==> src/rtl/uart_pkg.sv <==
// Shared UART definitions: parity-type encodings and default frame/buffer sizes.
package uart_pkg;

    localparam int UART_DATA_WIDTH = 8;
    localparam int TX_BUF_DEPTH    = 8;

    typedef enum logic {
        PAR_EVEN = 1'b0,
        PAR_ODD  = 1'b1
    } par_typ_e;

endpackage

==> src/rtl/tx_buf_mem.sv <==
// TX buffer storage: (DATA_WIDTH+1) x DEPTH, synchronous write, asynchronous read.
module tx_buf_mem
    import uart_pkg::*;
#(
    parameter int DATA_WIDTH = UART_DATA_WIDTH,
    parameter int DEPTH      = TX_BUF_DEPTH,
    parameter int AW         = $clog2(DEPTH)
) (
    input  logic                  CLK,
    input  logic                  we,
    input  logic [AW-1:0]         waddr,
    input  logic [DATA_WIDTH:0]   wdata,
    input  logic [AW-1:0]         raddr,
    output logic [DATA_WIDTH:0]   rdata
);

    // Contents are intentionally not reset; pointers alone define validity.
    logic [DATA_WIDTH:0] mem [DEPTH];

    always_ff @(posedge CLK) begin
        if (we)
            mem[waddr] <= wdata;
    end

    assign rdata = mem[raddr];

endmodule

==> src/rtl/tx_data_buffer.sv <==
// First-word-fall-through TX frame buffer between system controller and TX FSM.
module tx_data_buffer
    import uart_pkg::*;
#(
    parameter int DATA_WIDTH = UART_DATA_WIDTH,
    parameter int DEPTH      = TX_BUF_DEPTH
) (
    input  logic                      CLK,
    input  logic                      RST,
    input  logic                      WR_EN,
    input  logic [DATA_WIDTH-1:0]     WR_DATA,
    input  logic                      PAR_TYP,
    input  logic                      TX_ACCEPT,
    input  logic                      CLR_OVF,
    output logic [DATA_WIDTH-1:0]     TX_P_DATA,
    output logic                      TX_PAR_BIT,
    output logic                      TX_DATA_VALID,
    output logic                      FULL,
    output logic                      EMPTY,
    output logic [$clog2(DEPTH):0]    COUNT,
    output logic                      OVERFLOW
);

    localparam int AW = $clog2(DEPTH);

    logic [AW:0]         wr_ptr, rd_ptr;
    logic                do_push, do_pop, ovf_set;
    logic                wr_par;
    logic [DATA_WIDTH:0] rd_entry;

    // Flags come only from registered pointers, never from WR_EN/TX_ACCEPT.
    assign EMPTY         = (wr_ptr == rd_ptr);
    assign FULL          = (wr_ptr[AW] != rd_ptr[AW]) && (wr_ptr[AW-1:0] == rd_ptr[AW-1:0]);
    assign TX_DATA_VALID = ~EMPTY;
    assign COUNT         = wr_ptr - rd_ptr;

    assign do_pop  = TX_ACCEPT & ~EMPTY;
    assign do_push = WR_EN & (~FULL | do_pop);
    assign ovf_set = WR_EN & FULL & ~do_pop;
    assign wr_par  = (^WR_DATA) ^ (PAR_TYP == PAR_ODD);

    tx_buf_mem #(
        .DATA_WIDTH (DATA_WIDTH),
        .DEPTH      (DEPTH)
    ) u_mem (
        .CLK   (CLK),
        .we    (do_push),
        .waddr (wr_ptr[AW-1:0]),
        .wdata ({wr_par, WR_DATA}),
        .raddr (rd_ptr[AW-1:0]),
        .rdata (rd_entry)
    );

    // Mask the head while empty so stale storage never reaches the serializer.
    assign TX_P_DATA  = EMPTY ? '0   : rd_entry[DATA_WIDTH-1:0];
    assign TX_PAR_BIT = EMPTY ? 1'b0 : rd_entry[DATA_WIDTH];

    always_ff @(posedge CLK or negedge RST) begin
        if (!RST) begin
            wr_ptr   <= '0;
            rd_ptr   <= '0;
            OVERFLOW <= 1'b0;
        end else begin
            if (do_push)
                wr_ptr <= wr_ptr + 1'b1;
            if (do_pop)
                rd_ptr <= rd_ptr + 1'b1;
            if (ovf_set)
                OVERFLOW <= 1'b1;
            else if (CLR_OVF)
                OVERFLOW <= 1'b0;
        end
    end

endmodule

==> config.mk <==
export PLATFORM = sky130hd
export DESIGN_NAME = tx_data_buffer
export DESIGN_NICKNAME = d
export VERILOG_FILES = /design/src/rtl/uart_pkg.sv /design/src/rtl/tx_buf_mem.sv /design/src/rtl/tx_data_buffer.sv
export SDC_FILE = /design/constraint.sdc
export NUM_CORES = 1
export LEC_CHECK = 0
export CAP_MARGIN = 30
export CORE_UTILIZATION = 50
export CTS_BUF_LIST = sky130_fd_sc_hd__clkbuf_8
export DETAILED_ROUTE_END_ITERATION = 7
export GPL_ROUTABILITY_DRIVEN = 0
export PLACE_DENSITY = 0.82
export SYNTH_ARGS = -nofsm -noshare
export SYNTH_HDL_FRONTEND = slang
export SYNTH_SLANG_ARGS = --single-unit
==> constraint.sdc <==
create_clock -name CLK -period 8.7 [get_ports CLK]
set_input_delay 1.74 -clock CLK [delete_from_list [all_inputs] [get_ports CLK]]
set_output_delay 1.74 -clock CLK [all_outputs]
set_load 0.02 [all_outputs]
==> results.toml <==
[timing]
setup-violations-final = 0
relSlewSlack_pct = 34.1
finClkSkew_ns = 0.0127
slew_viol_final = 0
finalCritPeriodShare_pct = 57.6
worst_pin_slew_ns = 0.985
grt_setup_unrepaired = "false"
setup_tns_ns = 0
hold_ws_ns = 0.515
fmax_ghz = 0.199
hold_viol = 0
fin_crit_ns = 5.01

[worst_setup_path]
start_kind = "register"
regToRegSetupSlack_ns = 5.66
r2r_end = "u_mem.mem[1][8]$_DFFE_PP_"
critical_path_class = "register to output pin"
r2r-start = "rd_ptr[1]$_DFFE_PN0P_"
r2r_cells = 7
arrival_ns = 3.27
path_max_fanout = 41
required_ns = 6.96
cp-end-kind = "output pin"

[die]
rows = 29
coreArea_um2 = 6490
die_w_um = 85.0
dieArea_um2 = 7230
ios = 31
die_h_um = 85.0
start_util_pct = 53.1

[logic_synthesis]
async_flop_share_pct = 11.1
syn_area_um2 = 3450
yosys.area.top_type_share_pct = 62.7
syn_nets = 237
synth_most_common_cell = "edfxtp_1"
syn_avg_cell_area_um2 = 15.9
synthDistinctLibCells = 31
synthFlopType = "edfxtp_1"
ys_ff_latch = 81
synth_area_leaders = "edfxtp_1 63%, mux2i_1 10%, dfrtp_1 6.5%, xnor2_1 3.3%, a221oi_1 2.3%"
ys_warn_count = 0
synth_common_cells = "72 x edfxtp_1, 36 x mux2i_1, 13 x nand2_1, 13 x xnor2_1, 10 x inv_1"
ys_seq_area_share_pct = 69.3
syn_inst = 217
synth_edf_count = 72
yosysTopAreaCell = "edfxtp_1"

[grt]
grt_max_degree = 42
grt_use_total_pct = 19.3
grt-ovfl-total = 0
grt_pass1_vias = 1872
antenna_found_initial = 0
grt_first_pass_wirelength_mm = 10.0

[clock_network]
insertion_delay_ns = 0.36
cts_max_path_buffers = 2
cts_tree = "done"
clock_sinks = 81
cts_inserted_buffers = 9
cts_root_buf = "clkbuf_8"
clkSlewWorstSetupHoldPaths_ns = 0.08
post_cts_buffers = 0
hold_buffers = 0
cts_resized = 0
ctsHtreeMaxLevel = 3

[run]
maxCapViolations = 0

[drt]
ant_nets = 0
wl_per_cell_um = 18.6
dr_wl_met3_um = 326
drt-met1-wl_mm = 2.79
wl_met2_mm = 2.99
drt_first_pass_iters = 5
drtIter0Drc = 117
drc = 0
drt-vias-per-instance = 5.64
vias = 1883
highest_layer = "met4"
finalWirelength_mm = 6.22

[cells_and_area]
drive_above_1_share_pct = 9.34
stdcell_count = 334
final_core_util_pct = 61.4
antennaDiodeCount = 0
final_net_count = 272
synthToLayoutAreaGrowth_pct = 15.8

[hold_path]
min_from = "wr_ptr[3]$_DFFE_PN0P_"
hold_path_depth = 1
hp-class = "register to register"
holdPathEnd = "wr_ptr[3]$_DFFE_PN0P_"

[pwr]
p_per_area_nw_per_um2 = 384
ir_drop_mv = 0.142
finalPower_uw = 1530
leakage_uw = 0.00148

[placed_design]
place_hpwl_mm = 4.13
io_buffers = 30
dp_cells = 318

[status]
status = "finished clean"
-- registers in the layout (all words and copies together) (netlist names) --
signal	count
u_mem.mem	72
OVERFLOW	1
rd_ptr	4
wr_ptr	4
-- worst max path at each step --
stage	from	end	slack, ns	cells past startpoint
after floorplan	rd_ptr[1]$_DFFE_PN0P_	TX_P_DATA[0]	4.67	9
after CTS	rd_ptr[1]$_DFFE_PN0P_	TX_P_DATA[2]	3.69	7
after detailed placement	rd_ptr[1]$_DFFE_PN0P_	TX_P_DATA[2]	4.10	7
after global routing	rd_ptr[1]$_DFFE_PN0P_	TX_P_DATA[0]	3.44	7
final	rd_ptr[1]$_DFFE_PN0P_	TX_P_DATA[3]	3.69	7
after global placement	rd_ptr[1]$_DFFE_PN0P_	TX_P_DATA[2]	4.19	7
-- critical path: stages (launching register included) --
cell	delay, ns
dfrtp_2	0.35
buf_4	0.55
inv_1	0.11
ha_1	0.36
nand4_1	0.49
nand2_1	0.10
a221oi_1	0.30
clkdlybuf4s50_1	0.67
-- where the power goes --
part | leakage (uW) | switching (uW) | total [uW] | internal [uW]
registers | 0.000761 | 40.9 | 547 | 506
logic | 0.000639 | 412 | 748 | 336
clock network | 0.0000807 | 135 | 237 | 103
-- per-layer routing --
metal	vias up	track usage (%)
met4	0	8.32
met3	9	5.25
met5	-	0
met2	55	29.1
met1	925	26.5
li1	894	-
-- stage by stage --
stage	cell area (um2)	setup WS [ns]
after detailed placement	3820	4.10
after CTS	3990	3.69
after floorplan	3450	4.67
after global routing	3990	3.44
final	3990	3.69
after global placement	3820	4.19
-- final cells by class --
type / instances / area [um2]
Fill cell: 475 / 2510
Sequential cell: 81 / 2390
Multi-Input combinational cell: 117 / 972
Timing Repair Buffer: 33 / 323
Clock buffer: 9 / 124
Tap cell: 77 / 96.3
Clock inverter: 7 / 47.5
Inverter: 10 / 37.5
-- kinds of logic after synthesis --
| logic type | Yosys count | synth area share, % |
|---|---|---|
| buffers and inverters | 19 | 2.51 |
| AOI/OAI and AO/OA | 22 | 5.27 |
| and+or+nand+nor | 34 | 4.79 |
| muxes | 38 | 11.2 |
| DFF | 81 | 69.3 |
| xor gates and xnor gates | 17 | 4.54 |
| adders and majority gates | 6 | 2.40 |
-- cells in the final DEF, fill, tap and decap left out, types with 2 or more instances in the layout --
| cell type | instances |
|---|---|
| a22oi_1 | 9 |
| xor2_1 | 3 |
| xnor2_1 | 13 |
| nand3_1 | 3 |
| nor2_1 | 8 |
| dfrtp_1 | 8 |
| clkinvlp_4 | 3 |
| mux2i_1 | 36 |
| buf_4 | 3 |
| edfxtp_1 | 72 |
| nand4_1 | 2 |
| ha_1 | 5 |
| clkdlybuf4s50_1 | 30 |
| nor3_1 | 2 |
| nor2b_1 | 2 |
| clkbuf_8 | 9 |
| inv_1 | 11 |
| a221oi_1 | 9 |
| nand2_1 | 13 |
(Power assumes the default switching activity.)
